`src/rtl/fpu_addsub_arbiter_if.sv`:
```
// Bundle of requester, unit-control and response signals for fpu_addsub_arbiter.
// The slave modport is the arbiter's view; master is the surrounding environment.
interface fpu_addsub_arbiter_if #(
    parameter int NREQ = 4,
    parameter int W    = 32,
    parameter int IDW  = 2
);
    logic [NREQ-1:0]   req_valid_i;
    logic [NREQ-1:0]   req_ready_o;
    logic [NREQ*W-1:0] req_op_a_i;
    logic [NREQ*W-1:0] req_op_b_i;
    logic [NREQ-1:0]   req_sub_i;
    logic              unit_beg_o;
    logic              unit_rst_o;
    logic [W-1:0]      unit_op_a_o;
    logic [W-1:0]      unit_op_b_o;
    logic              unit_sub_o;
    logic              unit_ready_i;
    logic [W-1:0]      unit_result_i;
    logic              rsp_valid_o;
    logic              rsp_ready_i;
    logic [IDW-1:0]    rsp_id_o;
    logic [W-1:0]      rsp_data_o;
    logic              rsp_err_o;
    logic              busy_o;

    modport slave (
        input  req_valid_i, req_op_a_i, req_op_b_i, req_sub_i,
        input  unit_ready_i, unit_result_i, rsp_ready_i,
        output req_ready_o, unit_beg_o, unit_rst_o, unit_op_a_o, unit_op_b_o, unit_sub_o,
        output rsp_valid_o, rsp_id_o, rsp_data_o, rsp_err_o, busy_o
    );

    modport master (
        output req_valid_i, req_op_a_i, req_op_b_i, req_sub_i,
        output unit_ready_i, unit_result_i, rsp_ready_i,
        input  req_ready_o, unit_beg_o, unit_rst_o, unit_op_a_o, unit_op_b_o, unit_sub_o,
        input  rsp_valid_o, rsp_id_o, rsp_data_o, rsp_err_o, busy_o
    );
endinterface

```
`src/rtl/fpu_addsub_arbiter.sv`:
```
// Round-robin arbiter/sequencer sharing one FP add/sub unit among NREQ requesters.
// Optional WAIT watchdog enabled by defining FPU_ADDSUB_ARB_TIMEOUT_EN.
module fpu_addsub_arbiter #(
    parameter int NREQ       = 4,
    parameter int W          = 32,
    parameter int IDW        = 2,
    parameter int TMO_CYCLES = 64
) (
    input logic                 clk,
    input logic                 rst,
    fpu_addsub_arbiter_if.slave bus
);

    typedef enum logic [2:0] {
        ST_IDLE    = 3'd0,
        ST_ISSUE   = 3'd1,
        ST_WAIT    = 3'd2,
        ST_RELEASE = 3'd3,
        ST_RESP    = 3'd4
    } state_t;

    state_t          state_r;
    state_t          next_state_s;
    logic [IDW-1:0]  last_grant_r;
    logic [IDW-1:0]  grant_s;
    logic            any_valid_s;
    logic            accept_s;
    logic            capture_s;
    logic            tmo_hit_s;
    logic            rsp_done_s;
    logic [NREQ-1:0] req_ready_s;
    logic [W-1:0]    op_a_r;
    logic [W-1:0]    op_b_r;
    logic            sub_r;
    logic [IDW-1:0]  id_r;
    logic [W-1:0]    rsp_data_r;
    logic            beg_r;
    logic            urst_r;
    logic            rsp_valid_r;
    logic            busy_r;

    // Nearest valid requester after 'last'; 'last' itself ranks lowest.
    function automatic logic [IDW-1:0] rr_pick(input logic [NREQ-1:0] valid,
                                               input logic [IDW-1:0]  last);
        logic [IDW-1:0] pick;
        int             idx;
        pick = last;
        for (int k = NREQ; k >= 1; k--) begin
            idx  = (int'(last) + k) % NREQ;
            pick = valid[idx] ? IDW'(idx) : pick;
        end
        return pick;
    endfunction

    assign any_valid_s = |bus.req_valid_i;
    assign grant_s     = rr_pick(bus.req_valid_i, last_grant_r);
    assign accept_s    = (state_r == ST_IDLE) && any_valid_s;
    assign capture_s   = (state_r == ST_WAIT) && bus.unit_ready_i;
    assign rsp_done_s  = (state_r == ST_RESP) && bus.rsp_ready_i;

    // Accept strobe goes only to the granted requester, and only while IDLE
    always_comb begin
        req_ready_s = {NREQ{1'b0}};
        if (accept_s) begin
            req_ready_s[grant_s] = 1'b1;
        end else begin
            req_ready_s = {NREQ{1'b0}};
        end
    end

    // FSM state register
    always_ff @(posedge clk) begin
        if (rst) begin
            state_r <= ST_IDLE;
        end else begin
            state_r <= next_state_s;
        end
    end

    // FSM next-state decode
    always_comb begin
        next_state_s = state_r;
        case (state_r)
            ST_IDLE: begin
                if (any_valid_s) begin
                    next_state_s = ST_ISSUE;
                end else begin
                    next_state_s = ST_IDLE;
                end
            end
            ST_ISSUE: begin
                next_state_s = ST_WAIT;
            end
            ST_WAIT: begin
                if (bus.unit_ready_i || tmo_hit_s) begin
                    next_state_s = ST_RELEASE;
                end else begin
                    next_state_s = ST_WAIT;
                end
            end
            ST_RELEASE: begin
                next_state_s = ST_RESP;
            end
            ST_RESP: begin
                if (bus.rsp_ready_i) begin
                    next_state_s = ST_IDLE;
                end else begin
                    next_state_s = ST_RESP;
                end
            end
            default: begin
                next_state_s = ST_IDLE;
            end
        endcase
    end

    // Strobes are decoded from the next state so each lines up with its state cycle
    always_ff @(posedge clk) begin
        if (rst) begin
            beg_r       <= 1'b0;
            urst_r      <= 1'b0;
            rsp_valid_r <= 1'b0;
            busy_r      <= 1'b0;
        end else begin
            beg_r       <= (next_state_s == ST_ISSUE);
            urst_r      <= (next_state_s == ST_RELEASE);
            rsp_valid_r <= (next_state_s == ST_RESP);
            busy_r      <= (next_state_s != ST_IDLE);
        end
    end

    // Operand/id latch on accept; held untouched until the next accept
    always_ff @(posedge clk) begin
        if (rst) begin
            op_a_r       <= {W{1'b0}};
            op_b_r       <= {W{1'b0}};
            sub_r        <= 1'b0;
            id_r         <= {IDW{1'b0}};
            last_grant_r <= IDW'(NREQ - 1);
        end else if (accept_s) begin
            op_a_r       <= bus.req_op_a_i[int'(grant_s)*W +: W];
            op_b_r       <= bus.req_op_b_i[int'(grant_s)*W +: W];
            sub_r        <= bus.req_sub_i[grant_s];
            id_r         <= grant_s;
            last_grant_r <= grant_s;
        end else begin
            op_a_r       <= op_a_r;
            op_b_r       <= op_b_r;
            sub_r        <= sub_r;
            id_r         <= id_r;
            last_grant_r <= last_grant_r;
        end
    end

    // Result capture: a real result wins over a coincident watchdog expiry
    always_ff @(posedge clk) begin
        if (rst) begin
            rsp_data_r <= {W{1'b0}};
        end else if (capture_s) begin
            rsp_data_r <= bus.unit_result_i;
        end else if (tmo_hit_s) begin
            rsp_data_r <= {W{1'b0}};
        end else begin
            rsp_data_r <= rsp_data_r;
        end
    end

`ifdef FPU_ADDSUB_ARB_TIMEOUT_EN
    localparam int CNT_W = ($clog2(TMO_CYCLES + 1) > 8) ? $clog2(TMO_CYCLES + 1) : 8;

    logic [CNT_W-1:0] wait_cnt_r;
    logic             err_r;

    // WAIT-cycle counter; it is already zero on every entry into WAIT
    always_ff @(posedge clk) begin
        if (rst) begin
            wait_cnt_r <= {CNT_W{1'b0}};
        end else if (state_r == ST_WAIT) begin
            wait_cnt_r <= wait_cnt_r + CNT_W'(1);
        end else begin
            wait_cnt_r <= {CNT_W{1'b0}};
        end
    end

    assign tmo_hit_s = (state_r == ST_WAIT) && !bus.unit_ready_i &&
                       (wait_cnt_r == CNT_W'(TMO_CYCLES - 1));

    // Error flag lives for exactly one response
    always_ff @(posedge clk) begin
        if (rst) begin
            err_r <= 1'b0;
        end else if (capture_s) begin
            err_r <= 1'b0;
        end else if (tmo_hit_s) begin
            err_r <= 1'b1;
        end else if (rsp_done_s) begin
            err_r <= 1'b0;
        end else begin
            err_r <= err_r;
        end
    end

    assign bus.rsp_err_o = err_r;
`else
    assign tmo_hit_s     = 1'b0;
    assign bus.rsp_err_o = 1'b0;
`endif

    assign bus.req_ready_o = req_ready_s;
    assign bus.unit_beg_o  = beg_r;
    assign bus.unit_rst_o  = urst_r;
    assign bus.unit_op_a_o = op_a_r;
    assign bus.unit_op_b_o = op_b_r;
    assign bus.unit_sub_o  = sub_r;
    assign bus.rsp_valid_o = rsp_valid_r;
    assign bus.rsp_id_o    = id_r;
    assign bus.rsp_data_o  = rsp_data_r;
    assign bus.busy_o      = busy_r;

endmodule
```
`src/flat_wrapper.sv`:
```
// flat-port wrapper written by rule: the top's interface ports become plain ports
module fpu_addsub_arbiter_flat 
#(
    parameter int NREQ       = 4,
    parameter int W          = 32,
    parameter int IDW        = 2,
    parameter int TMO_CYCLES = 64
)
  (clk, rst, bus_req_valid_i, bus_req_op_a_i, bus_req_op_b_i, bus_req_sub_i, bus_unit_ready_i, bus_unit_result_i, bus_rsp_ready_i, bus_req_ready_o, bus_unit_beg_o, bus_unit_rst_o, bus_unit_op_a_o, bus_unit_op_b_o, bus_unit_sub_o, bus_rsp_valid_o, bus_rsp_id_o, bus_rsp_data_o, bus_rsp_err_o, bus_busy_o);
  fpu_addsub_arbiter_if #(.NREQ(NREQ), .W(W), .IDW(IDW)) bus_i ();
  input logic clk;
  input logic rst;
  input wire logic [$bits(bus_i.req_valid_i)-1:0] bus_req_valid_i;
  input wire logic [$bits(bus_i.req_op_a_i)-1:0] bus_req_op_a_i;
  input wire logic [$bits(bus_i.req_op_b_i)-1:0] bus_req_op_b_i;
  input wire logic [$bits(bus_i.req_sub_i)-1:0] bus_req_sub_i;
  input wire logic [$bits(bus_i.unit_ready_i)-1:0] bus_unit_ready_i;
  input wire logic [$bits(bus_i.unit_result_i)-1:0] bus_unit_result_i;
  input wire logic [$bits(bus_i.rsp_ready_i)-1:0] bus_rsp_ready_i;
  output wire logic [$bits(bus_i.req_ready_o)-1:0] bus_req_ready_o;
  output wire logic [$bits(bus_i.unit_beg_o)-1:0] bus_unit_beg_o;
  output wire logic [$bits(bus_i.unit_rst_o)-1:0] bus_unit_rst_o;
  output wire logic [$bits(bus_i.unit_op_a_o)-1:0] bus_unit_op_a_o;
  output wire logic [$bits(bus_i.unit_op_b_o)-1:0] bus_unit_op_b_o;
  output wire logic [$bits(bus_i.unit_sub_o)-1:0] bus_unit_sub_o;
  output wire logic [$bits(bus_i.rsp_valid_o)-1:0] bus_rsp_valid_o;
  output wire logic [$bits(bus_i.rsp_id_o)-1:0] bus_rsp_id_o;
  output wire logic [$bits(bus_i.rsp_data_o)-1:0] bus_rsp_data_o;
  output wire logic [$bits(bus_i.rsp_err_o)-1:0] bus_rsp_err_o;
  output wire logic [$bits(bus_i.busy_o)-1:0] bus_busy_o;
  assign bus_i.req_valid_i = bus_req_valid_i;
  assign bus_i.req_op_a_i = bus_req_op_a_i;
  assign bus_i.req_op_b_i = bus_req_op_b_i;
  assign bus_i.req_sub_i = bus_req_sub_i;
  assign bus_i.unit_ready_i = bus_unit_ready_i;
  assign bus_i.unit_result_i = bus_unit_result_i;
  assign bus_i.rsp_ready_i = bus_rsp_ready_i;
  assign bus_req_ready_o = bus_i.req_ready_o;
  assign bus_unit_beg_o = bus_i.unit_beg_o;
  assign bus_unit_rst_o = bus_i.unit_rst_o;
  assign bus_unit_op_a_o = bus_i.unit_op_a_o;
  assign bus_unit_op_b_o = bus_i.unit_op_b_o;
  assign bus_unit_sub_o = bus_i.unit_sub_o;
  assign bus_rsp_valid_o = bus_i.rsp_valid_o;
  assign bus_rsp_id_o = bus_i.rsp_id_o;
  assign bus_rsp_data_o = bus_i.rsp_data_o;
  assign bus_rsp_err_o = bus_i.rsp_err_o;
  assign bus_busy_o = bus_i.busy_o;
  fpu_addsub_arbiter #(.NREQ(NREQ), .W(W), .IDW(IDW), .TMO_CYCLES(TMO_CYCLES)) u_core (.clk(clk), .rst(rst), .bus(bus_i));
endmodule
```
`config.mk`:
```
export PLATFORM = sky130hd
export DESIGN_NAME = fpu_addsub_arbiter_flat
export DESIGN_NICKNAME = d
export VERILOG_FILES = /design/src/rtl/fpu_addsub_arbiter_if.sv /design/src/rtl/fpu_addsub_arbiter.sv /design/src/flat_wrapper.sv
export SDC_FILE = /design/constraint.sdc
export NUM_CORES = 1
export LEC_CHECK = 0
export CAP_MARGIN = 20
export CORE_AREA = 2 2 160 162
export CTS_CLUSTER_SIZE = 24
export DETAILED_ROUTE_END_ITERATION = 7
export DIE_AREA = 0 0 162 164
export GPL_ROUTABILITY_DRIVEN = 0
export GPL_TIMING_DRIVEN = 1
export PLACE_DENSITY = 0.63
export SYNTH_ARGS = -nofsm -noshare
export SYNTH_HDL_FRONTEND = slang
export SYNTH_SLANG_ARGS = --single-unit
export TNS_END_PERCENT = 20
```
`constraint.sdc`:
```
create_clock -name clk -period 1.55 [get_ports clk]
set_input_delay 0.155 -clock clk [delete_from_list [all_inputs] [get_ports clk]]
set_output_delay 0.155 -clock clk [all_outputs]
set_load 0.01 [all_outputs]
```
# Yosys cells after proc, flatten, opt, wreduce, memory -nomap -nowiden
# Cells that the tools add are included.
totals:
  latch_bits: 0
  in_bits: 300
  output_inout_bits: 108
  regBits: 108
  wordCells: 69
  n_memories: 0
  mem_bits_ro: 0
  ram_bits: 0
classes:
  n_addsub: 4
  n_eq_ne: 7
  n_mul: 0
  n_shift: 2
  order_cmp: 6
  bitwise: 4
  n_mux: 25
  reduce_logical: 10
  div: 0
ops:
  columns: ["cell", "count"]
  rows:
  - ["variable part select 128 x 8 -> 32 bit", 2]
  - ["less-than comparator 3 x 4 -> 1 bit (second input constant)", 4]
  - ["one-hot mux 3 bit (5 select lines)", 1]
  - ["2-to-1 mux 1 bit", 12]
  - ["binary-select mux 1 bit (select 2 bit)", 5]
  - ["== test 3 x 2 -> 1 bit (second input constant)", 3]
  - ["2-to-1 mux 2 bit", 4]
  - ["OR reduction 2 bit", 4]
  - ["== test 3 x 1 -> 1 bit (second input constant)", 2]
  - ["== test 3 bit (second input constant)", 2]
  - ["adder 2 x 1 -> 2 bit (second input constant)", 2]
  - ["adder 2 bit (second input constant)", 2]
  - ["AND 1 bit (first input constant)", 4]
  - ["2-to-1 mux 4 bit", 1]
  - ["OR reduction 4 bit", 1]
  - ["logical AND 1 bit", 3]
  - ["zero test 3 bit", 1]
  - ["less-than comparator 2 x 3 -> 1 bit (second input constant)", 1]
  - ["2-to-1 mux 3 bit", 1]
  - ["nonzero test 3 bit", 1]
  - ["demux 1 bit (select 2 bit)", 1]
  - [">= comparator 2 x 1 -> 1 bit (second input constant)", 1]

# Logic depth before layout (Yosys ltp)
# Gate-level depths: netlist of run 1.
logic_depth:
  word_depth: 15
  ltp_mapped: 7
  depth_no_buf: 5

# Worst setup path before layout of run 1
# OpenSTA, ideal clock, no wires.
synth_path:
  kind: "register to register"
  startpoint: "register u_core.last_grant_r[0]"
  endpoint: "register u_core.op_a_r[20] (netlist: u_core.bus.unit_op_a_o[20])"
  n_path_buf: 2
  arrival_ps: 1477
  path_stages_with_launch: 8
  required_time_ps: 1416
  setup_ps: 134
  period_less_slack_ps: 1611
  setup_slack_ps: -61
  cell_sequence: "dfxtp_1 -> nor2b_1 -> o21a_1 -> nor3_2 -> buf_4 -> buf_6 -> mux2i_1 -> o211ai_1"
synth_via:
  elab_chain_len: 9
  word_cells_on_any_way: 21
  cone_classes: "add/sub: 4; shift: 1; mux: 16"
synth_rtl:
  columns: ["element", "line", "text"]
  rows:
  - ["start: declaration", "fpu_addsub_arbiter.sv:24", "logic [IDW-1:0] last_grant_r;"]
  - ["start signal: assignment", "fpu_addsub_arbiter.sv:139", "last_grant_r <= IDW'(NREQ - 1);"]
  - ["start signal: assignment", "fpu_addsub_arbiter.sv:145", "last_grant_r <= grant_s;"]
  - ["start signal: assignment", "fpu_addsub_arbiter.sv:151", "last_grant_r <= last_grant_r;"]
  - ["adder 2 x 1 -> 2 bit", "fpu_addsub_arbiter.sv:49", "idx = (int'(last) + k) % NREQ;"]
  - ["binary-select mux 1 bit (select 2 bit)", "fpu_addsub_arbiter.sv:50", "pick = valid[idx] ? IDW'(idx) : pick;"]
  - ["2-to-1 mux 1 bit (implied by the code) (2 in a row)", "fpu_addsub_arbiter.sv:50", null]
  - ["2-to-1 mux 2 bit (3 in a row)", "fpu_addsub_arbiter.sv:50", null]
  - ["2-to-1 mux 2 bit (*)", "fpu_addsub_arbiter.sv:50", null]
  - ["variable part select 128 x 8 -> 32 bit (*)", "fpu_addsub_arbiter.sv:141", "op_a_r <= bus.req_op_a_i[int'(grant_s)*W +: W];"]
  - ["end signal: assignment", "fpu_addsub_arbiter.sv:135", "op_a_r <= {W{1'b0}};"]
  - ["end signal: assignment", "fpu_addsub_arbiter.sv:141", null]
  - ["end signal: assignment", "fpu_addsub_arbiter.sv:147", "op_a_r <= op_a_r;"]
  - ["end: declaration", "fpu_addsub_arbiter.sv:32", "logic [W-1:0] op_a_r;"]
# Mark *: on every way between the ends. The rest lies on a longest branch, timed or not. The select of a mux whose other input is x is not followed.
# A chain may end at the register's enable or synchronous reset.

# Worst setup path after layout of run 1
layout_path:
  startpoint: "register u_core.last_grant_r[0]"
  endpoint: "register u_core.op_a_r[9] (netlist: u_core.bus.unit_op_a_o[9])"
# Same word-level chain as after synthesis.

==> results of run 1 <==
## flip-flops by register name, indices dropped and copies added (netlist names)
signal / flops
u_core.bus.busy_o: 1
u_core.bus.rsp_data_o: 32
u_core.bus.rsp_id_o: 2
u_core.bus.rsp_valid_o: 1
u_core.bus.unit_beg_o: 1
u_core.bus.unit_op_a_o: 32
u_core.bus.unit_op_b_o: 32
u_core.bus.unit_rst_o: 1
u_core.bus.unit_sub_o: 1
u_core.last_grant_r: 2
u_core.state_r: 3
## critical path, delay by kind of cell, from the launching register on
kind / cells / cell delay (ps)
buffers and inverters: 4 / 740
DFF: 1 / 340
AOI/OAI and AO/OA: 2 / 300
and+or+nand+nor: 2 / 230
muxes: 1 / 210
## final timing paths
path                                                start                         to  cells past startpoint
worst max register to register     u_core.last_grant_r[0]  u_core.bus.unit_op_a_o[9]                      9
worst max-delay path               u_core.last_grant_r[0]  u_core.bus.unit_op_a_o[9]                      9
worst min register to register  u_core.bus.rsp_data_o[14]  u_core.bus.rsp_data_o[14]                      2
worst min-delay path                bus_unit_result_i[27]  u_core.bus.rsp_data_o[27]                      3
## timing repair
| item | in CTS | in global routing |
|---|---|---|
| setup buffers | 8 | 0 |
| hold buffers | 0 | 0 |
| resized for setup | 56 | 27 |
| cloned | 4 | 2 |
| pin swaps | 11 | 4 |
| setup endpoints to repair | 71 | 83 |
## cells in the final DEF, fill, tap and decap left out, types with 6 or more instances in the layout
master / netlist / routed
o211ai_1: 66 / 66
nand4_1: 65 / 65
buf_6: 3 / 10
buf_12: 0 / 16
clkbuf_16: 0 / 11
a21oi_1: 35 / 34
a21o_1: 66 / 65
clkdlybuf4s50_1: 0 / 400
o31ai_2: 0 / 11
mux2i_2: 0 / 6
o31ai_1: 65 / 53
dfxtp_1: 108 / 106
nor2_1: 13 / 10
mux2i_1: 65 / 55
buf_4: 2 / 44
nand2_1: 134 / 132
## area by class of cell
class                      count  share of cell area
inverter                       1           0.0003228
tap                          330             0.03551
clock buffer                   9             0.01937
sequential                   108              0.1862
antenna                        1           0.0002152
multi-input combinational    538              0.3191
clock inverter                 7            0.007425
timing repair buffer         485              0.4319
## routing by layer
metal	wire, µm	GRT usage
met1	11880	0.2595
met2	14480	0.3727
met5	0	0
met4	627	0.06516
met3	2446	0.05379
## cells by family after synthesis
group,count (synthesis),share of synthesized area
flops,108,0.3607
compound gates,241,0.2860
simple gates,230,0.1810
buf+inv,83,0.06178
xor+xnor,1,0.001461
mux,65,0.1085
other cells,1,0.0006256
## metrics by stage
| step | TNS, ps | instance area (µm²) |
|---|---|---|
| floorplan | -307.5 | 6017 |
| global placement | -49470 | 10850 |
| detailed placement | -51190 | 10850 |
| CTS | -21060 | 11470 |
| global route | -26760 | 11620 |
| finish | -20370 | 11630 |
## where the power goes
| part | leakage, nW | internal, mW | switching (mW) |
|---|---|---|---|
| clock network | 0.151 | 1.17 | 1.34 |
| registers | 0.886 | 3.70 | 0.483 |
| logic | 3.37 | 4.90 | 4.20 |
## synthesized netlist by cell type, types with 3 or more instances
cell type    n
o211ai_1    66
o31ai_1     65
nand4_1     65
a21o_1      66
nor2_1      13
nor2b_1      3
buf_1       11
clkbuf_1    43
mux2i_1     65
nand2b_1     3
dfxtp_1    108
nand2_1    134
buf_6        3
a21oi_1     35
o21ai_0      4
buf_2       23
==> run_results.csv, run 1 <==
group,metric,value,unit
setup_path,cp_max_fo,8,
logic_synthesis,synth_cell_type_count,35,
final_layout,synthToLayoutAreaGrowth,93.97,%
logic_synthesis,yosysSeqAreaShare,0.3607,
sta,whs,327.5,ps
power_and_ir_drop,powerDensity,1358,mW/mm²
sta,rsz0062_at_grt,"true",
sta,slew_headroom,0.6518,
clock_network,cts_sinks,108,
sta,hold_viol,0,
global_route,grt_max_degree,42,
clock_network,cts_max_level,3,
final_layout,regArea,0.002165,mm²
outcome,status,"finished, violations left",
drt,drtAntennaViolNets,0,
clock_network,cts_tree,"built",
clock_network,clock_latency,360,ps
floorplanning,fp.dieH,164,µm
drt,num_vias,7407,
sta,finalCritPeriodShare,1.248,
setup_path,worst_setup_path_start_kind,"register",
logic_synthesis,avgSynthCellArea,8.223,µm²
logic_synthesis,synth_edf_count,0,
clock_network,cts_root_buf,"clkbuf_16",
drt,routed_wl,29430,µm
logic_synthesis,yosys_warnings,0,
job,maxCapViolCount,0,
setup_path,path_cells,"buf_6 -> nor2b_4 -> buf_6 -> o21a_4 -> nor3_4 -> buf_6 -> bufbuf_16 -> mux2i_1 -> o211ai_1",
placement,port_buffers,406,
logic_synthesis,syn_nets,1029,
global_route,track_usage,0.2138,
sta,setup_slack,-384.6,ps
clock_network,clk_path_buf_depth,2,
floorplanning,die_w,162,µm
final_layout,finalNonFillerCells,1479,
final_layout,multiInputGateArea,0.003710,mm²
drt,drc,0,
placement,hpwl,20500,µm
placement,dp.cells,1449,
outcome,failed_checks,"setup timing",
clock_network,numCtsBuffers,9,
floorplanning,fp.dieArea,0.02657,mm²
setup_path,path_class,"reg2reg",
clock_network,clkTransAtPathRegs,90,ps
setup_path,arrival,2180,ps
logic_synthesis,synth_area_leader_cell,"dfxtp_1",
final_layout,num-fill-cells,2427,
setup_path,cpPeakStageDelay,340,ps
sta,worstMarginPinSlew,522.3,ps
floorplanning,start_util,0.2415,
power_and_ir_drop,p_leak,4.411,nW
global_route,antenna_found_initial,0,
drt,dr.pass1.iters,4,
final_layout,drive_gt1_frac,0.1228,
logic_synthesis,synthFlopType,"dfxtp_1",
floorplanning,core,0.02482,mm²
final_layout,nets,1443,
setup_path,required,1800,ps
logic_synthesis,ys_async_sr_fraction,0,
sta,drv_slew,0,
power_and_ir_drop,power,15.79,mW
floorplanning,io_pins,408,
hold_path,hold_class,"in2reg",
logic_synthesis,synth_area_leaders,"dfxtp_1 36%, mux2i_1 11%, nand2_1 8.4%",
placement,place_worst_setup_slack,-792.2,ps
global_route,grt_pass1_vias,7639,
logic_synthesis,synthCells,729,
global_route,gr-total-overflow,0,
setup_path,cp_common_cell,"buf_6",
global_route,grt_pass1_wl,43970,µm
drt,wl_per_cell,19.90,µm
setup_path,slowest_stage,"dfxtp_2",
sta,setup_viol,69,
logic_synthesis,synthesis.area,0.005994,mm²
drt,vias_per_cell,5.008,
sta,fin_crit,1935,ps
sta,finalClockSkew,7.641,ps
logic_synthesis,ys_ff_latch,108,
floorplanning,placementRows,58,
setup_path,end_kind,"register",
drt,first_iter_violations,412,
logic_synthesis,synth.top_cell.area_share,0.3607,
sta,fmaxAchievable,0.5169,GHz
setup_path,regToRegSetupSlack,-380,ps
final_layout,utilization,0.4685,
power_and_ir_drop,ir_worst_vdd,0.6257,mV
No activity file was read; power rests on OpenSTA's default activity.
==> run 2, diff against run 1 <==
Settings changed: CELL_PAD_IN_SITES_DETAIL_PLACEMENT set to 1, CELL_PAD_IN_SITES_GLOBAL_PLACEMENT set to 2, CORE_AREA 2 2 160 162 to unset, CORE_MARGIN set to 2, CORE_UTILIZATION set to 17, DIE_AREA 0 0 162 164 to unset, PLACE_DENSITY 0.63 to 0.81, SLEW_MARGIN set to 20.
==> run 2 against run 1 <==
The flow still finishes with violations (setup timing); sequential power about the same; utilization decreased by 12 points; combinational power increased by 4.3%; cell area increased by 2.6%; maximum frequency decreased by 0.30%; critical endpoint is now u_core.bus.unit_op_b_o[16]; sequential share of layout area decreased by 0.45 points; largest cell class unchanged; routed wire length increased by 14%; hold slack got worse by 15 ps.
==> run_results.csv, run 2 (synthesis results as in run 1) <==
group,metric,value,unit
outcome,status,"finished, violations left",
outcome,failed_checks,"setup timing",
drt,wl_per_cell,20.88,µm
floorplanning,fp.dieH,191.8,µm
hold_path,min_from,"bus_unit_result_i[9]",
final_layout,synthToLayoutAreaGrowth,99.04,%
final_layout,nets,1442,
drt,dr.pass1.iters,4,
sta,whs,312.8,ps
clock_network,cts_max_level,3,
setup_path,r2r_cells,9,
drt,drc,0,
sta,hold_viol,0,
hold_path,min_path_cells,3,
setup_path,reg2reg_to,"u_core.bus.unit_op_b_o[16]",
power_and_ir_drop,ir_worst_vdd,0.5822,mV
floorplanning,io_pins,408,
floorplanning,core,0.03463,mm²
global_route,track_usage,0.1774,
global_route,grt_pass1_vias,8307,
job,maxCapViolCount,0,
global_route,antenna_found_initial,1,
placement,place_worst_setup_slack,-944.8,ps
floorplanning,fp.dieArea,0.03678,mm²
final_layout,final_cell_mix,"398 x clkdlybuf4s50_1, 132 x nand2_1, 106 x dfxtp_1, 66 x o211ai_1",
power_and_ir_drop,powerDensity,1361,mW/mm²
setup_path,end_kind,"register",
hold_path,hold_end,"u_core.bus.rsp_data_o[9]",
hold_path,hold_class,"in2reg",
final_layout,final_common_cell,"clkdlybuf4s50_1",
global_route,gr-total-overflow,0,
placement,dp.cells,1574,
drt,vias_per_cell,4.660,
final_layout,finalNonFillerCells,1603,
setup_path,arrival,2200,ps
sta,finalClockSkew,11.55,ps
floorplanning,placementRows,68,
global_route,grt_max_degree,66,
power_and_ir_drop,p_leak,4.364,nW
sta,fmaxAchievable,0.5153,GHz
sta,drv_slew,0,
final_layout,drive_gt1_frac,0.1430,
sta,setup_slack,-390.5,ps
clock_network,numCtsBuffers,9,
power_and_ir_drop,power,16.23,mW
drt,drtAntennaViolNets,0,
final_layout,postLayoutCellArea,0.01193,mm²
drt,num_vias,7470,
clock_network,clk_path_buf_depth,2,
sta,setup_viol,69,
clock_network,cts_sinks,108,
sta,rsz0062_at_grt,"true",
clock_network,hold_buffers,0,
drt,first_iter_violations,273,
placement,hpwl,23660,µm
setup_path,cp_max_fo,52,
sta,worstMarginPinSlew,704.5,ps
setup_path,rr_startpoint,"u_core.last_grant_r[0]",
setup_path,required,1810,ps
sta,finalCritPeriodShare,1.252,
setup_path,path_class,"reg2reg",
floorplanning,start_util,0.1731,
clock_network,clkTransAtPathRegs,80,ps
clock_network,cts_tree,"built",
global_route,grt_pass1_wl,49110,µm
sta,slew_headroom,0.5303,
setup_path,worst_setup_path_start_kind,"register",
clock_network,cts_root_buf,"clkbuf_16",
clock_network,clock_latency,390,ps
placement,postPlaceCellArea,0.01102,mm²
drt,routed_wl,33480,µm
floorplanning,die_w,191.8,µm
placement,port_buffers,406,
sta,fin_crit,1940,ps
setup_path,regToRegSetupSlack,-390,ps
run 2: power breakdown:
part	internal (mW)	switching [mW]	total, mW
clock	1.19	1.35	2.53
combinational	5.04	4.45	9.49
sequential	3.70	0.502	4.21
run 2: metrics by stage:
stage / setup TNS (ps) / util
floorplan: -307.5 / -
global placement: -57470 / 0.3184
detailed placement: -59020 / 0.3184
CTS: -24760 / 0.3389
global route: -30380 / 0.3445
finish: -23520 / 0.3446
run 2: critical path, cell delays in order, from the launching register on:
cell and delay, ps:
dfxtp_4 380, nor2b_4 50, buf_6 120, o21a_4 200
buf_4 130, buf_4 140, buf_12 170, o31ai_1 290
a21o_1 150, o211ai_1 90
run 2: per-layer routing:
| metal | vias up | GRT usage | share of wire |
|---|---|---|---|
| met4 | 0 | 0.05030 | 0.019 |
| met2 | 288 | 0.3109 | 0.49 |
| met3 | 38 | 0.06304 | 0.084 |
| met1 | 3598 | 0.2024 | 0.41 |
| met5 | - | 0 | 0 |
| li1 | 3546 | - | - |
run 2: cell type report:
cell class                 instances  area [µm²]
clock buffer                      10       239.0
clock inverter                     6       63.81
antenna                            1       2.502
timing repair buffer             484        4999
fill                            3989       22700
inverter                           1       3.754
tap                              455       569.3
multi-input combinational        538        3887
sequential                       108        2167
run 2: worst max path at each step:
| stage | slack, ps | endpoint | startpoint | depth (start not counted) |
|---|---|---|---|---|
| global route | -500 | u_core.bus.unit_op_b_o[8] | u_core.last_grant_r[0] | 9 |
| floorplan | -9 | u_core.bus.unit_op_a_o[20] | u_core.last_grant_r[0] | 7 |
| CTS | -420 | u_core.bus.unit_op_a_o[24] | u_core.last_grant_r[0] | 9 |
| detailed placement | -940 | u_core.bus.unit_op_a_o[16] | bus_req_valid_i[3] | 9 |
| global placement | -900 | u_core.bus.unit_op_a_o[16] | bus_req_valid_i[3] | 9 |
| finish | -390 | u_core.bus.unit_op_b_o[16] | u_core.last_grant_r[0] | 9 |
run 2: what timing repair did:
action | 4_1_cts | 5_1_grt
resized for setup | 89 | 24
cloned | 2 | 2
endpoints found under the setup margin | 71 | 99
pin swaps | 7 | 5
setup buffers | 9 | 1
